--- src/rtl/fifo_64_unpacker.sv ---
// Serializes IN_W-bit FIFO words into OUT_W-bit valid/ready beats, least-significant slice first.
// Holds the word being sent plus one prefetched word so consecutive words go out without a bubble.
module fifo_64_unpacker #(
    parameter int unsigned IN_W  = 64,
    parameter int unsigned OUT_W = 8,
    parameter int unsigned IDX_W = 3
) (
    input  logic             clk,
    input  logic             reset,
    output logic             fifo_re,
    input  logic [IN_W-1:0]  fifo_dout,
    input  logic             fifo_empty,
    output logic [OUT_W-1:0] out_data,
    output logic             out_valid,
    input  logic             out_ready,
    output logic             out_last,
    output logic             busy
);

    localparam int unsigned RATIO = IN_W / OUT_W;
    localparam logic [IDX_W-1:0] LAST_IDX = IDX_W'(RATIO - 1);

    logic [IN_W-1:0]  hold_reg_q, hold_reg_d;
    logic [IN_W-1:0]  next_reg_q, next_reg_d;
    logic             hold_v_q, hold_v_d;
    logic             next_v_q, next_v_d;
    logic             pend_q;
    logic [IDX_W-1:0] idx_q, idx_d;
    logic [1:0]       slots_used;
    logic             xfer, retire, hold_free;

    // Occupancy counts in-flight reads so at most two words are ever owned.
    always_comb begin
        slots_used = 2'(hold_v_q) + 2'(next_v_q) + 2'(pend_q);
        fifo_re    = !reset && !fifo_empty && (slots_used < 2'd2);
    end

    assign out_valid = hold_v_q;
    assign out_last  = hold_v_q && (idx_q == LAST_IDX);
    assign out_data  = hold_reg_q[32'(idx_q) * OUT_W +: OUT_W];
    assign busy      = hold_v_q | next_v_q | pend_q;

    assign xfer      = hold_v_q && out_ready;
    assign retire    = xfer && (idx_q == LAST_IDX);
    assign hold_free = !hold_v_q || retire;

    always_comb begin
        hold_reg_d = hold_reg_q;
        hold_v_d   = hold_v_q;
        next_reg_d = next_reg_q;
        next_v_d   = next_v_q;
        idx_d      = idx_q;

        if (xfer) begin
            idx_d = retire ? '0 : idx_q + IDX_W'(1);
        end

        if (hold_free) begin
            if (next_v_q) begin
                // Promote the prefetch; any word arriving now becomes the new prefetch.
                hold_reg_d = next_reg_q;
                hold_v_d   = 1'b1;
                idx_d      = '0;
                next_v_d   = pend_q;
                if (pend_q) begin
                    next_reg_d = fifo_dout;
                end
            end else begin
                hold_v_d = pend_q;
                if (pend_q) begin
                    hold_reg_d = fifo_dout;
                    idx_d      = '0;
                end
            end
        end else if (pend_q) begin
            next_reg_d = fifo_dout;
            next_v_d   = 1'b1;
        end
    end

    always_ff @(posedge clk) begin
        if (reset) begin
            hold_reg_q <= '0;
            next_reg_q <= '0;
            hold_v_q   <= 1'b0;
            next_v_q   <= 1'b0;
            pend_q     <= 1'b0;
            idx_q      <= '0;
        end else begin
            hold_reg_q <= hold_reg_d;
            next_reg_q <= next_reg_d;
            hold_v_q   <= hold_v_d;
            next_v_q   <= next_v_d;
            pend_q     <= fifo_re;
            idx_q      <= idx_d;
        end
    end

endmodule
--- config.mk ---
export PLATFORM = sky130hd
export DESIGN_NAME = fifo_64_unpacker
export DESIGN_NICKNAME = d
export VERILOG_FILES = /design/src/rtl/fifo_64_unpacker.sv
export SDC_FILE = /design/constraint.sdc
export NUM_CORES = 1
export LEC_CHECK = 0
export ABC_CLOCK_PERIOD_IN_PS = 3600
export BUFFER_PORTS_ARGS = -buffer_cell sky130_fd_sc_hd__buf_2
export CAP_MARGIN = 20
export CORE_MARGIN = 3
export CORE_UTILIZATION = 55
export CTS_BUF_LIST = sky130_fd_sc_hd__clkbuf_4 sky130_fd_sc_hd__clkbuf_8
export DETAILED_ROUTE_END_ITERATION = 6
export GPL_TIMING_DRIVEN = 0
export PLACE_DENSITY = 0.83
export SETUP_SLACK_MARGIN = 0.5
export SYNTH_ARGS = -nofsm -noshare
export SYNTH_HDL_FRONTEND = slang
export SYNTH_SLANG_ARGS = --single-unit
--- constraint.sdc ---
create_clock -name clk -period 3.6 [get_ports clk]
set_clock_uncertainty 0.2 [all_clocks]
set_input_delay 0.72 -clock clk [delete_from_list [all_inputs] [get_ports clk]]
set_output_delay 0.72 -clock clk [all_outputs]
set_load 0.03 [all_outputs]
==> results.txt <==
----------------------------------------------------
[Power]
  VDD IR-drop max ... 295.9 uV
  Post-route total power ... 3.254 mW
  Reported leakage power ... 2.703 nW
  Total power per unit cell area ... 423.9 mW/mm^2

[Min path]
  Min-Delay Path Class ... flip-flop to flip-flop
  Number of instances on the worst hold path ... 2

[Yosys]
  Commonest cells in the synthesized netlist ... 134 x sky130_fd_sc_hd__dfxtp_1, 129 x sky130_fd_sc_hd__mux2i_1, 128 x sky130_fd_sc_hd__nand2b_1, 67 x sky130_fd_sc_hd__a21oi_1, 37 x sky130_fd_sc_hd__a211oi_1
  Number of nets produced by synthesis ... 704
  Count of different cell masters after synthesis ... 26
  Post-synthesis sequential element count ... 134
  Yosys warning count ... 0
  Sequential fraction of the synthesis area ... 0.3996
  Syn Area/Cell ... 10.60 sq um
  Share of synthesized registers carrying an async set or reset ... 0
  Yosys top cell by area ... sky130_fd_sc_hd__dfxtp_1
  Post-Syn Area ... 0.006713 sq mm
  Leading cell type by number of instances after synthesis ... sky130_fd_sc_hd__dfxtp_1
  Yosys top cell area share ... 0.3996
  Primary FF master, synth ... sky130_fd_sc_hd__dfxtp_1
  Cell count after synthesis ... 633
  Number of flops mapped to enable cells by yosys ... 0
  Cell types occupying the most area after synthesis ... sky130_fd_sc_hd__dfxtp_1 40%, sky130_fd_sc_hd__mux2i_1 19%, sky130_fd_sc_hd__nand2b_1 12%

[Floorplanning]
  Area of the placeable core ... 0.01166 sq mm
  Top-Level Pins ... 80
  Total number of placement rows ... 39
  Die Span X ... 116.5 um
  Die height ... 116.5 um
  Die Area ... 0.01357 sq mm
  Initial Utilization ... 0.5756

[Drt]
  Iteration-0 DRC Markers ... 248
  Drt first pass iters ... 5
  Vias per cell ... 5.801
  Average wire per cell in the routed design ... 18.53 um
  Remaining antenna violation count ... 0
  DRC errors left ... 0
  Via Count ... 5,134
  Total wirelength of the detailed-routed design ... 16,400 um

[Placed design]
  DPL Wire Length ... 12,220 um
  Count of buffers from port buffering ... 78
  Routability cong. ... 0.9740
  Placed Instance Area ... 0.007288 sq mm

[Global routing]
  Vias in the first global route ... 5,156
  Final global-route overflow total ... 0
  Number of antenna violations at the first check in global routing ... 0
  Global-route wire length before repair ... 26,000 um
  Maximum number of pins on one net before global-route repair ... 17
  Global router's overall resource usage ... 0.2496

[STA]
  Period Utilization, post-route ... 0.8291
  Min Tclk post-route ... 2.985 ns
  TNS Setup ... 0 ns
  Setup repair after global routing missed its margin ... no
  Final setup violating endpoints ... 0
  Worst slew margin ... 0.5430
  Slew of the pin with the lowest slew margin ... 0.6856 ns
  Maximum frequency from static timing analysis ... 335.0 MHz
  Count of final max-slew check failures ... 0
  Hold Violations, Final ... 0

[Finish]
  Antenna cells ... 0
  Net total in the final layout ... 802
  Footprint of the flip-flops and latches ... 0.002683 sq mm
  Post-route design area ... 0.007675 sq mm
  Layout overhead on the synthesized area ... 14.33%
  Multi-input gate area ... 0.003679 sq mm
  Layout cell share with drive strength beyond 1 ... 0.2642
  Filler instances ... 901

[Critical path]
  Worst setup SP type ... flip-flop
  Required time at the endpoint of the critical path ... 2.68 ns
  Maximum fanout count along the critical path ... 10
  Arrival time reported for the critical path endpoint ... 2.06 ns
  Worst Setup Path Type ... flip-flop to output pin
  FF-to-FF path depth ... 7
  CP Capture Type ... output pin

[Clocking]
  CTS sink cnt ... 134
  Clock latency of the later-clocked register in the worst-skew pair ... 0.44 ns
  Clock-pin slew on the worst setup and hold paths ... 0.07 ns
  Clock Tree Root ... sky130_fd_sc_hd__clkbuf_8
  CTS buffer count ... 17
  Number of H-tree levels ... 4
  CTS tree ... built
  Clock Path Buffers ... 2
  Hold Buf Count CTS ... 0

[Run status]
  Outcome ... completed

[Job]
  Max-cap check violation count ... 0

----------------------------------------------------
==> metal layers <==
layer  vias up  global-route usage  routed length (um)
li1       2468                   -                   -
met1      2487              0.3219                7019
met2       140              0.3982                7890
met3        39             0.05751                 950
met4         0              0.1160                 536
met5         -                   0                   0
==> kinds of logic (layout without fill, tap and decap cells) <==
family,after synthesis,count (layout),synth area share
buffers and inverters,64,173,0.05331
multiplexers,153,153,0.2595
adder cells (fa/ha/maj),3,3,0.005592
AND/OR/NAND/NOR,142,142,0.1333
flip-flops,134,134,0.3996
AO/OA/AOI/OAI,137,137,0.1487
==> report_power, final <==
group | switching [mW] | internal, mW | leakage [nW] | total (mW)
sequential | 0.0653 | 1.57 | 1.09 | 1.63
combinational | 0.275 | 0.219 | 1.42 | 0.494
clock | 0.542 | 0.587 | 0.192 | 1.13
==> sequential cells by signal, summed over array words and instances, names as in the netlist <==
name        count
out_valid       1
next_reg_q     64
pend_q          1
idx_q           3
hold_reg_q     64
next_v_q        1
==> layout make-up <==
cell class | count | share of cell area
multi-input cells | 435 | 0.4793
repair buffers | 79 | 0.05347
well taps | 143 | 0.02331
clock inverters | 4 | 0.002608
clock buffers | 26 | 0.04336
plain buffers | 64 | 0.04842
flip-flops and latches | 134 | 0.3495
==> timing repair <==
item | in CTS | in global routing
cloned | 0 | 0
setup buffers | 0 | 1
resized for setup | 2 | 4
endpoints found under the setup margin | 5 | 8
==> critical path: stages, from the launching register on <==
cell and delay [ns]:
sky130_fd_sc_hd__dfxtp_1 0.37, sky130_fd_sc_hd__buf_6 0.13, sky130_fd_sc_hd__buf_8 0.14, sky130_fd_sc_hd__mux4_2 0.50, sky130_fd_sc_hd__mux2_2 0.30, sky130_fd_sc_hd__buf_2 0.18
==> path summary, 6_finish.rpt <==
path / endpoint / slack, ns / startpoint
max: out_data[1] / 0.62 / idx_q[2]$_SDFF_PP0_
min: next_reg_q[22]$_SDFFE_PP0P_ / 0.27 / next_reg_q[22]$_SDFFE_PP0P_
max reg2reg: next_reg_q[33]$_SDFFE_PP0P_ / 1.38 / idx_q[0]$_SDFF_PP0_
min reg2reg: next_reg_q[22]$_SDFFE_PP0P_ / 0.27 / next_reg_q[22]$_SDFFE_PP0P_
==> metrics by stage <==
stage | hold WS [ns] | util | cells | worst slack [ns]
4_1_cts | 0.2528 | 0.6558 | 884 | 0.5150
5_1_grt | 0.2798 | 0.6581 | 885 | 0.5405
3_5_place_dp | 0.2609 | 0.6249 | 854 | 0.5823
2_1_floorplan | 0.2479 | - | 633 | 0.6899
6_report | 0.2744 | 0.6581 | 885 | 0.6153
3_3_place_gp | 0.2572 | 0.6249 | 854 | 0.5974
==> placed cells by master (no fill, tap or decap), drive strengths merged <==
cell type	Yosys	final
dfxtp	134	134
mux2i	129	129
nand2b	128	128
buf	37	114
a21oi	67	67
a211oi	64	64
clkbuf	27	55
mux4	16	16
mux2	8	8
clkinv	0	4
nor3	3	3
nor2	3	3
ha	3	3
and2	2	2
nand2	2	2
and4b	2	2
a2111oi	2	2
or3	1	1
or2	1	1
a21bo	1	1
a21boi	1	1
o21a	1	1
o21ai	1	1
(Power assumes the default switching activity.)
